**src/rtl/countdown_ctrl.sv**
```systemverilog
// Countdown application controller: BCD digit entry, preset confirm, ticked BCD
// countdown with pause/resume, and a latched alarm at zero. All outputs registered.
module countdown_ctrl #(
  parameter int DIGITS   = 2,
  parameter int TICK_DIV = 1000
) (
  input  logic                clk,
  input  logic                rst_n,
  input  logic                keydown_start,
  input  logic                keydown_confirm,
  input  logic                keydown_clear,
  input  logic                keydown_num,
  input  logic [3:0]          num,
  output logic [4*DIGITS-1:0] display,
  output logic [2:0]          state,
  output logic                running,
  output logic                done,
  output logic                alarm
);

  localparam int W  = 4 * DIGITS;
  localparam int TW = $clog2(TICK_DIV);

  localparam logic [2:0] S_ENTRY = 3'd0;
  localparam logic [2:0] S_READY = 3'd1;
  localparam logic [2:0] S_RUN   = 3'd2;
  localparam logic [2:0] S_PAUSE = 3'd3;
  localparam logic [2:0] S_DONE  = 3'd4;

  localparam logic [TW-1:0] TICK_LAST = TW'(TICK_DIV - 1);

  // BCD decrement with digit-to-digit borrow (a 0 digit becomes 9 and borrows)
  function automatic logic [W-1:0] bcd_dec(input logic [W-1:0] v);
    logic [W-1:0] res;
    logic         borrow;
    res    = v;
    borrow = 1'b1;
    for (int i = 0; i < DIGITS; i++) begin
      if (borrow) begin
        if (v[4*i +: 4] == 4'd0) begin
          res[4*i +: 4] = 4'd9;
        end else begin
          res[4*i +: 4] = v[4*i +: 4] - 4'd1;
          borrow        = 1'b0;
        end
      end else begin
        res[4*i +: 4] = v[4*i +: 4];
      end
    end
    return res;
  endfunction

  logic [2:0]    state_q, state_d;
  logic [W-1:0]  entry_q, entry_d;
  logic [W-1:0]  preset_q, preset_d;
  logic [W-1:0]  count_q, count_d;
  logic [TW-1:0] tick_q, tick_d;
  logic [W-1:0]  display_q, display_d;
  logic          running_q, done_q, done_d, alarm_q, alarm_d;
  logic          ev_clear, ev_start, ev_confirm, ev_num;
  logic [W-1:0]  dec_s;

  assign ev_clear   = keydown_clear;
  assign ev_start   = keydown_start & ~keydown_clear;
  assign ev_confirm = keydown_confirm & ~keydown_start & ~keydown_clear;
  assign ev_num     = keydown_num & ~keydown_confirm & ~keydown_start & ~keydown_clear
                      & (num <= 4'd9);
  assign dec_s      = bcd_dec(count_q);

  // Next-state logic; only the highest-priority event of the cycle is acted on
  always_comb begin
    state_d  = state_q;
    entry_d  = entry_q;
    preset_d = preset_q;
    count_d  = count_q;
    tick_d   = tick_q;
    alarm_d  = alarm_q;
    done_d   = 1'b0;
    if (ev_clear) begin
      state_d = S_ENTRY;
      entry_d = {W{1'b0}};
      count_d = {W{1'b0}};
      tick_d  = {TW{1'b0}};
      alarm_d = 1'b0;
    end else begin
      case (state_q)
        S_ENTRY: begin
          if (ev_num) begin
            entry_d = (entry_q << 4) | W'(num);
          end else if (ev_confirm && (entry_q != {W{1'b0}})) begin
            preset_d = entry_q;
            count_d  = entry_q;
            state_d  = S_READY;
          end else begin
            state_d = S_ENTRY;
          end
        end
        S_READY: begin
          if (ev_start) begin
            state_d = S_RUN;
            tick_d  = {TW{1'b0}};
          end else begin
            state_d = S_READY;
          end
        end
        S_RUN: begin
          // Pausing wins over a coinciding tick wrap so the tick value freezes as-is
          if (ev_start) begin
            state_d = S_PAUSE;
          end else if (tick_q == TICK_LAST) begin
            tick_d  = {TW{1'b0}};
            count_d = dec_s;
            if (dec_s == {W{1'b0}}) begin
              state_d = S_DONE;
              done_d  = 1'b1;
              alarm_d = 1'b1;
            end else begin
              state_d = S_RUN;
            end
          end else begin
            tick_d = tick_q + TW'(1);
          end
        end
        S_PAUSE: begin
          if (ev_start) begin
            state_d = S_RUN;
          end else if (ev_confirm) begin
            count_d = preset_q;
            tick_d  = {TW{1'b0}};
            state_d = S_READY;
          end else begin
            state_d = S_PAUSE;
          end
        end
        S_DONE: begin
          if (ev_start) begin
            alarm_d = 1'b0;
            count_d = preset_q;
            tick_d  = {TW{1'b0}};
            state_d = S_RUN;
          end else if (ev_confirm) begin
            alarm_d = 1'b0;
            count_d = preset_q;
            state_d = S_READY;
          end else begin
            state_d = S_DONE;
          end
        end
        default: begin
          state_d = S_ENTRY;
        end
      endcase
    end
    display_d = (state_d == S_ENTRY) ? entry_d : count_d;
  end

  // State and registered outputs with synchronous active-low reset
  always_ff @(posedge clk) begin
    if (!rst_n) begin
      state_q   <= S_ENTRY;
      entry_q   <= {W{1'b0}};
      preset_q  <= {W{1'b0}};
      count_q   <= {W{1'b0}};
      tick_q    <= {TW{1'b0}};
      display_q <= {W{1'b0}};
      running_q <= 1'b0;
      done_q    <= 1'b0;
      alarm_q   <= 1'b0;
    end else begin
      state_q   <= state_d;
      entry_q   <= entry_d;
      preset_q  <= preset_d;
      count_q   <= count_d;
      tick_q    <= tick_d;
      display_q <= display_d;
      running_q <= (state_d == S_RUN);
      done_q    <= done_d;
      alarm_q   <= alarm_d;
    end
  end

  assign display = display_q;
  assign state   = state_q;
  assign running = running_q;
  assign done    = done_q;
  assign alarm   = alarm_q;

endmodule
```
**config.mk**
```make
export PLATFORM = sky130hd
export DESIGN_NAME = countdown_ctrl
export DESIGN_NICKNAME = d
export VERILOG_FILES = /design/src/rtl/countdown_ctrl.sv
export SDC_FILE = /design/constraint.sdc
export NUM_CORES = 1
export LEC_CHECK = 0
export CORE_AREA = 2 2 76 78
export CTS_BUF_LIST = sky130_fd_sc_hd__clkbuf_8
export DETAILED_ROUTE_END_ITERATION = 10
export DIE_AREA = 0 0 78 80
export PLACE_DENSITY = 0.82
export SETUP_SLACK_MARGIN = 0.05
export SLEW_MARGIN = 15
export SYNTH_ARGS = -nofsm -noshare
export SYNTH_HDL_FRONTEND = slang
export SYNTH_SLANG_ARGS = --single-unit
```
**constraint.sdc**
```tcl
create_clock -name clk -period 2.2 [get_ports clk]
set_clock_uncertainty 0.1 [all_clocks]
set_input_delay 0.44 -clock clk [delete_from_list [all_inputs] [get_ports clk]]
set_output_delay 0.44 -clock clk [all_outputs]
set_load 0.02 [all_outputs]
```
* After elaboration in Yosys (flattened, before gate mapping)
Index checks and enable logic that the tools add are counted. Widths: inputs -> output; s select.
Word-level totals: register bits after elaboration 48, logic and storage cells 98
Cells by class: $add $sub $neg 3, bitwise logic cells 15, multiplexer cells 42, $lt $le $gt $ge 1, reduce and logical (&&, ||, !) cells 15, equality and inequality tests 13
Operators with widths (count):
- $mux 8 | 12
- $mux 10 | 5
- $pmux 8 s4 | 1
- $pmux 10 s3 | 1
- $mux 3 | 7
- $pmux 3 s5 | 1
- $mux 4 | 3
- $add 10x1->10 const B | 1
- $eq 10x10->1 const B | 1
- $ne 2x2->1 const B | 5
- $reduce_and 5->1 | 2
- $eq 3x2->1 const B | 3
- $logic_not 4->1 | 2
- $logic_not 8->1 | 1
- $mux 1 | 8
- $or 8x4->8 | 1
- $reduce_bool 8->1 | 1
- $sub 4x1->4 const B | 2
- $and 1x1->1 | 7
- $not 1->1 | 7
- $logic_not 3->1 | 2
- $mux 2 | 3
- $reduce_or 5->1 | 1
- $le 4x4->1 const B | 1
- other kinds (10) | 11

* Longest topological paths before layout
Gate-level depths: netlist (run 1).
word-level depth 11, depth in mapped cells 9, depth with buffers taken out 6

* Worst setup path before layout (run 1)
No wires, ideal clock.
path kind reg-to-reg, start point register state_q[0], in the netlist state[0], end point register display_q[0], in the netlist display[0], cell stages (with the launch flop) 9, data required time 1.979 ns, path buffers 2, setup slack -0.248 ns, arrival 2.226 ns, period minus slack after synthesis 2.448 ns, cell sequence dfxtp_1 > clkbuf_1 > nor2_1 > nand2_1 > o22ai_1 > or3_1 > o41a_1 > buf_6 > mux2_4
On the way: longest elaborated chain between the ends 6
Ends and longest elaborated chain:
- from (decl) | RTL line 53 | logic [2:0] state_q, state_d;
- from (signal assigned) | RTL line 170 | state_q <= state_d;
- $mux 3 | RTL line 110 | end else if (tick_q == TICK_LAST) begin
- $mux 3 | RTL line 108 | if (ev_start) begin
- $pmux 3 s5 | RTL line 86 | case (state_q)
- $mux 3 | RTL line 79 | if (ev_clear) begin
- $logic_not 3->1 | RTL line 154 | display_d = (state_d == S_ENTRY) ? entry_d : count_d;
- $mux 8 (*) | RTL line 154
- to (signal assigned) | RTL line 165 | display_q <= {W{1'b0}};
- to (signal assigned) | RTL line 175 | display_q <= display_d;
- to (decl) | RTL line 58 | logic [W-1:0] display_q, display_d;
Every way passes the cells marked *; elsewhere a longest branch is shown, timed or not. A chain may end at the register's enable or synchronous reset.

* Worst setup path in the final report (run 1)
start point register entry_q[6], end point register display_q[4], in the netlist display[4]
On the way: longest elaborated chain between the ends 8
Ends and longest elaborated chain:
- from (decl) | RTL line 54 | logic [W-1:0] entry_q, entry_d;
- from (signal assigned) | RTL line 161 | entry_q <= {W{1'b0}};
- from (signal assigned) | RTL line 171 | entry_q <= entry_d;
- $reduce_bool 8->1 (*) | RTL line 90 | end else if (ev_confirm && (entry_q != {W{1'b0}})) begin
- $logic_and 1x1->1 (*) | RTL line 90
- $mux 1 | RTL line 90
- $mux 3 | RTL line 88 | if (ev_num) begin
- $pmux 3 s5 | RTL line 86
- $mux 3 | RTL line 79
- $logic_not 3->1 | RTL line 154
- $mux 8 (*) | RTL line 154
Marked as above.

==> results.md, run 1 <==
- Die W: 78 um
- Cells along the critical path: or4_4 -> nor2_4 -> nor3_4 -> or3_1 -> o41a_1 -> buf_6 -> mux2_4
- Layout cells sized above 1: 0.327
- Max stage delay on crit path: 0.57 ns
- Max-Cap Viols: 0
- Peak-usage layer in the global routing report: met2
- Dpl hpwl: 7170 um
- Synth Net Count: 349
- Port Buf Inserts: 23
- Sequential fraction of design power: 0.509
- Grt ovf: 0
- Failing checks: setup timing
- DR pass1 iterations: 5
- Crit path kind: reg -> reg
- Final worst slack: -0.210 ns
- Clk_lat worst skew: 0.31 ns
- Adder-Cell Fraction of Synth Area: 0.00441
- Logic gate share of total power: 0.091
- Ant. Diodes: 0
- Register area share after synthesis: 0.339
- DP Cell Count: 507
- Final wirelength: 9550 um
- Power per cell area: 424 nW/um2
- H-tree levels: 2
- Post-route cell area: 4030 um2
- Critical Path AT: 2.52 ns
- Maximum VDD drop: 0.000303 V
- Fin nets: 454
- Hold Vio Cnt, Final: 0
- Main synth FF type: dfxtp_1
- Die ar.: 6240 um2
- CP startpoint kind: flop
- Post-synth EDFFs: 0
- Final number of setup-violating endpoints: 10
- Worst hold slack: 0.426 ns
- Worst-path fanout max: 8
- Post-Synthesis Cells: 338
- Part of the cycle the worst path needs: 1.10
- CTS tree: done
- Wire length of the first global-routing pass: 15,100 um
- Placed Area: 3820 um2
- Critical path's slowest cell: or4_4
- Yosys reg bits: 48
- Drc violations: 0
- CP required: 2.31 ns
- Clock power share: 0.400
- XOR/XNOR Fraction of Synth Area: 0.0278
- Worst Path Buf+Inv: 1
- Met2 usage: 0.520
- Final min period: 2.41 ns
- Global routing usage on met3: 0.0826
- Site Rows: 27
- Post-synthesis mux area share: 0.106
- Synthesis Warnings: 0
- GRT Resource Usage Total: 0.312
- # IOs: 24
- GR Util met1: 0.393
- Switching Share: 0.228
- Vias in the first global route: 3,091
- Largest net degree at the start of global routing: 18
- RSZ-0062 raised after global routing: yes
- Maximum clock frequency: 0.415 GHz
- Sinks on Clock Net: 48
- Status: complete, but fails checks
- Clk buf depth: 2
- Vias/cell: 6.09
- Async SR Flop Fraction: 0
- Rel. slew slack: 0.693
- Main combinational cell family by area after synthesis: simple AND/OR/NAND/NOR gates
- Die H: 80 um
- Clock-pin slew on the worst setup and hold paths: 0.09 ns
- Synth Area in Compound Gates: 0.213
- NetSw: 0.390 mW
- Static Leak: 1.61 nW
- Mapped Area: 2840 um2
- Wire per inst: 18.5 um
- Post-CTS Hold Buffers: 0
- Worst-Margin Slew: 0.459 ns
- Post-synthesis cell type count: 64
- Core Region: 5410 um2
- Post-synthesis simple-gate area fraction: 0.271
- Num CTS Buffers: 5
- Max-slew violations: 0
- Gpl congestion: 0.909
- Area grow syn2layout: 42.1%
- CTS Root Cell: clkbuf_8
- Syn avg cell area: 8.40 um2
- Routed via count: 3,144
- Starting Density: 0.525
- Worst hold path type: reg -> reg
- Post-DRT Antenna Nets: 0
- CP endpoint kind: flop
- Finished Core Util: 0.746
- Internal: 1.32 mW
- CP delay by family, top: simple AND/OR/NAND/NOR gates
- Fin cells: 516
- Initial antenna violation count: 0
- Iter 0 DRT Violations: 380
## state kept, by name, summed over array words and instances, names as in the netlist
| name | flops |
|---|---|
| state | 3 |
| display | 8 |
| count_q | 8 |
| alarm | 1 |
| done | 1 |
| tick_q | 10 |
| preset_q | 8 |
| running | 1 |
| entry_q | 8 |
## synthesized netlist by cell type, types with 3 or more instances
cell	n	area, um2
dfxtp_1	48	961
a221oi_1	3	26.3
nand2b_1	6	37.5
nor2b_1	16	100
or3_1	4	25.0
mux2i_1	17	170
nand3b_1	3	22.5
buf_1	3	11.3
nand3_1	9	45.0
a21oi_1	15	75.1
o211ai_1	3	22.5
clkbuf_1	16	60.1
o21ai_0	22	110
inv_1	5	18.8
a31oi_1	4	25.0
o31a_1	3	26.3
mux2_4	8	120
nor3b_1	7	52.6
a22oi_1	3	22.5
nor2_1	30	113
a22o_1	4	35.0
and3_1	4	25.0
xnor2_1	7	61.3
o22ai_1	6	37.5
o21a_1	3	22.5
nand2_1	24	90.1
nor4_1	8	50.1
nor3_1	10	50.1
## routing by layer
layer,up-vias,part of all wire
met4,0,0.031
met3,38,0.090
met5,-,0
met1,1475,0.41
li1,1461,-
met2,170,0.47
## final cells by class
cell class | instances | area [um2]
well taps | 72 | 90.1
fillers | 392 | 1370
multi-input cells | 263 | 1870
clock buffers | 6 | 82.6
repair buffers | 120 | 963
inverters | 5 | 18.8
clock inverters | 2 | 38.8
flip-flops and latches | 48 | 965
## tightest hold or removal path, cell delays in order (launching register included)
cell and delay (ns):
dfxtp_1 0.34, nand2b_1 0.07, a21boi_0 0.07
## cell families after synthesis
family,count (synthesis)
AND/OR/NAND/NOR,138
AO/OA/AOI/OAI,89
flip-flops,48
buffers and inverters,27
multiplexers,26
XOR/XNOR,9
adder cells (fa/ha/maj),1
## cell usage in the layout (no fill, tap or decap), types with 3 or more instances in the layout
cell type	instances
o21ai_1	3
o31a_1	3
nor3_1	9
nor3b_1	7
xnor2_1	7
or4_4	3
mux2i_1	17
nand3_1	9
nor4_2	3
o211ai_1	3
clkbuf_8	6
a22oi_1	3
inv_1	5
clkdlybuf4s50_1	20
dfxtp_1	45
a22o_1	4
and3_1	4
mux2_4	9
nor4_1	4
buf_4	95
o21a_1	3
nand3b_1	3
a21oi_1	15
o21ai_0	19
nor2_1	29
dfxtp_2	3
nand2b_1	6
o22ai_1	6
nor2b_1	14
nand2_1	24
or3_1	4
## final timing paths
| path | slack [ns] | to | startpoint | depth (start not counted) |
|---|---|---|---|---|
| min reg2reg | 0.43 | preset_q[0]$_SDFFE_PN0P_ | preset_q[0]$_SDFFE_PN0P_ | 2 |
| max reg2reg | -0.21 | display[4]$_SDFF_PN0_ | entry_q[6]$_SDFF_PN0_ | 7 |
| max | -0.21 | display[4]$_SDFF_PN0_ | entry_q[6]$_SDFF_PN0_ | 7 |
| min | 0.43 | preset_q[0]$_SDFFE_PN0P_ | preset_q[0]$_SDFFE_PN0P_ | 2 |
## power groups by stage
stage	clock network, mW	registers [mW]	logic (mW)
floorplan	0	0.891	0.0636
global placement	0	0.890	0.148
detailed placement	0	0.890	0.150
CTS	0.685	0.870	0.149
global route	0.716	0.870	0.166
finish	0.683	0.870	0.156
## metrics by stage
step / power [mW] / setup slack (ns) / TNS, ns
3_3_place_gp: 1.04 / -0.675 / -16.12
2_1_floorplan: 0.954 / -0.141 / -1.13
6_report: 1.71 / -0.210 / -1.70
3_5_place_dp: 1.04 / -0.680 / -17.47
4_1_cts: 1.70 / -0.189 / -1.78
5_1_grt: 1.75 / -0.241 / -2.05
## repair_timing
item	CTS	global route
setup endpoints to repair	32	24
resized for setup	13	16
endpoints found under the hold margin	0	0
pin swaps	1	3
buffers inserted	0	1
Note: power is estimated with default switching activity, not from simulation.
==> run 2, diff against run 1 <==
--- a/config.mk
+++ b/config.mk
@@ -11,6 +11,7 @@
 export DIE_AREA = 0 0 78 80
 export PLACE_DENSITY = 0.82
 export SETUP_SLACK_MARGIN = 0.05
+export SKIP_CTS_REPAIR_TIMING = 1
 export SLEW_MARGIN = 15
 export SYNTH_ARGS = -nofsm -noshare
 export SYNTH_HDL_FRONTEND = slang
==> run 2 against run 1 <==
Against the previous run: the run still ends with setup timing left; sequential share of layout area about the same; wire length is 0.19% higher; worst setup slack improved by 0.0070 ns; register-to-register slack about the same; clock-buffer cell count unchanged; first-iteration DRC count shrank 6.8%; worst hold slack about the same; critical path type unchanged; utilization is 0.14 points higher.
==> results.md, run 2 (synthesized netlist as in run 1, its figures left out) <==
- Clock power share: 0.400 (about the same)
- CP startpoint kind: flop
- Status: complete, but fails checks
- Most frequent cells in the layout: buf_4, dfxtp_1, nor2_1
- # IOs: 24 (unchanged)
- Die ar.: 6240 um2 (unchanged)
- Vias/cell: 6.11 (+0.22%)
- Rel. slew slack: 0.682 (-0.0111)
- Maximum clock frequency: 0.416 GHz (+0.29%)
- CTS tree: done
- Iter 0 DRT Violations: 354 (-6.8%)
- Sinks on Clock Net: 48 (unchanged)
- Wire length of the first global-routing pass: 15,000 um (-0.23%)
- Grt ovf: 0 (unchanged)
- Largest net degree at the start of global routing: 18 (unchanged)
- Setup Total Neg Slack: -1.69 ns (+0.0177 ns)
- Area grow syn2layout: 42.3%
- Site Rows: 27 (unchanged)
- H-tree levels: 2 (unchanged)
- GRT Resource Usage Total: 0.311 (-0.000965)
- Fin nets: 454 (unchanged)
- Static Leak: 1.62 nW (+0.41%)
- Initial antenna violation count: 0 (unchanged)
- CTS Root Cell: clkbuf_8
- Max-slew violations: 0 (unchanged)
- Worst-Margin Slew: 0.476 ns (+0.0165 ns)
- Post-DRT Antenna Nets: 0 (unchanged)
- Worst hold path type: reg -> reg
- CP endpoint kind: flop
- Cells along the critical path: or4_4 -> nor2_4 -> nor3_4 -> or3_1 -> o41a_1 -> buf_6 -> mux2_4
- Filler instances: 393 (+0.26%)
- Part of the cycle the worst path needs: 1.09 (-0.00320)
- Die H: 80 um (unchanged)
- Hold Vio Cnt, Final: 0 (unchanged)
- Logic gate share of total power: 0.091 (about the same)
- Top reg by flops: tick_q
- Sequential fraction of design power: 0.509 (about the same)
- Internal: 1.32 mW (about the same)
- Critical Path AT: 2.51 ns (about the same)
- NetSw: 0.389 mW (-0.35%)
- Max-Cap Viols: 0 (unchanged)
- Ant. Diodes: 0 (unchanged)
- CP required: 2.31 ns (about the same)
- Commonest non-fill, non-tap cell in the layout: buf_4
- Starting Density: 0.525 (unchanged)
- Gpl congestion: 0.909 (unchanged)
- Clock-pin slew on the worst setup and hold paths: 0.09 ns (about the same)
- Power per cell area: 423 nW/um2 (-0.21%)
- Crit path kind: reg -> reg
- Final worst slack: -0.203 ns (+0.00703 ns)
- CP delay by family, top: simple AND/OR/NAND/NOR gates
- Port Buf Inserts: 23 (unchanged)
- Final min period: 2.40 ns (-0.00703 ns)
- Worst Path Buf+Inv: 1 (unchanged)
- Switching Share: 0.227 (-0.000760)
- Routed via count: 3,151 (+0.22%)
- Die W: 78 um (unchanged)
- Critical path's slowest cell: or4_4
- Layout cells sized above 1: 0.324 (-0.00225)
- Worst hold slack: 0.425 ns (-0.000253 ns)
- Drc violations: 0 (unchanged)
- Num CTS Buffers: 5 (unchanged)
- Wire per inst: 18.6 um (+0.19%)
- DR pass1 iterations: 7 (+2)
- Dpl hpwl: 7170 um (unchanged)
- Dpl ws: -0.680 ns (unchanged)
- Maximum VDD drop: 0.000303 V (-0.16%)
- Core Region: 5410 um2 (unchanged)
- Worst-path fanout max: 8 (unchanged)
- Clk buf depth: 2 (unchanged)
- Largest register FFs: 10 (unchanged)
- Failing checks: setup timing
- Finished Core Util: 0.747 (+0.00139)
- Max stage delay on crit path: 0.57 ns (about the same)
- Vias in the first global route: 3,062 (-0.94%)
- Final number of setup-violating endpoints: 10 (unchanged)
- RSZ-0062 raised after global routing: yes
- Final wirelength: 9570 um (+0.19%)
- Clk_lat worst skew: 0.31 ns (about the same)
run 2: cell count changes in the layout (fill, tap and decap cells not counted), sizes merged:
cell	change
clkbuf	-2
dlymetal6s2s	+3
dlygate4sd2	-1
run 2: power by group through the flow:
stage | Combinational, mW | Sequential [mW] | Clock [mW]
after detailed placement | 0.150 | 0.890 | 0
after floorplan | 0.0636 | 0.891 | 0
final | 0.156 | 0.870 | 0.683
after global routing | 0.166 | 0.870 | 0.716
after global placement | 0.148 | 0.890 | 0
after CTS | 0.150 | 0.870 | 0.685
run 2: final cells by class:
class	instances	area, um2	share of cell area
Multi-Input combinational cell	263	1860	0.461
Timing Repair Buffer	120	982	0.243
Sequential cell	48	966	0.239
Tap cell	72	90.1	0.0223
Clock buffer	6	82.6	0.0204
Clock inverter	2	38.8	0.00960
Inverter	5	18.8	0.00465
run 2: path summary, 6_finish.rpt:
kind	slack [ns]	end	start	depth (start not counted)
max	-0.20	display[4]$_SDFF_PN0_	entry_q[6]$_SDFF_PN0_	7
max reg2reg	-0.20	display[4]$_SDFF_PN0_	entry_q[6]$_SDFF_PN0_	7
min	0.43	preset_q[0]$_SDFFE_PN0P_	preset_q[0]$_SDFFE_PN0P_	2
min reg2reg	0.43	preset_q[0]$_SDFFE_PN0P_	preset_q[0]$_SDFFE_PN0P_	2
run 2: worst reg2reg max path, cell delays in order (launching register included):
cell and delay (ns):
dfxtp_2 0.33, or4_4 0.57, nor2_4 0.15, nor3_4 0.04, or3_1 0.32, o41a_1 0.33
buf_6 0.16, mux2_4 0.30
run 2: stage by stage:
step | area [um2] | power (mW) | std cells
after detailed placement | 3820 | 1.04 | 507
after global placement | 3820 | 1.04 | 507
after global routing | 4040 | 1.75 | 516
final | 4040 | 1.71 | 516
after floorplan | 2860 | 0.954 | 338
after CTS | 3940 | 1.71 | 515
run 2: routing by layer:
layer	up-vias	GRT usage	routed length, um
met5	-	0	0
met3	32	0.0747	849
li1	1457	-	-
met1	1480	0.398	3980
met4	0	0.0825	184
met2	182	0.528	4560
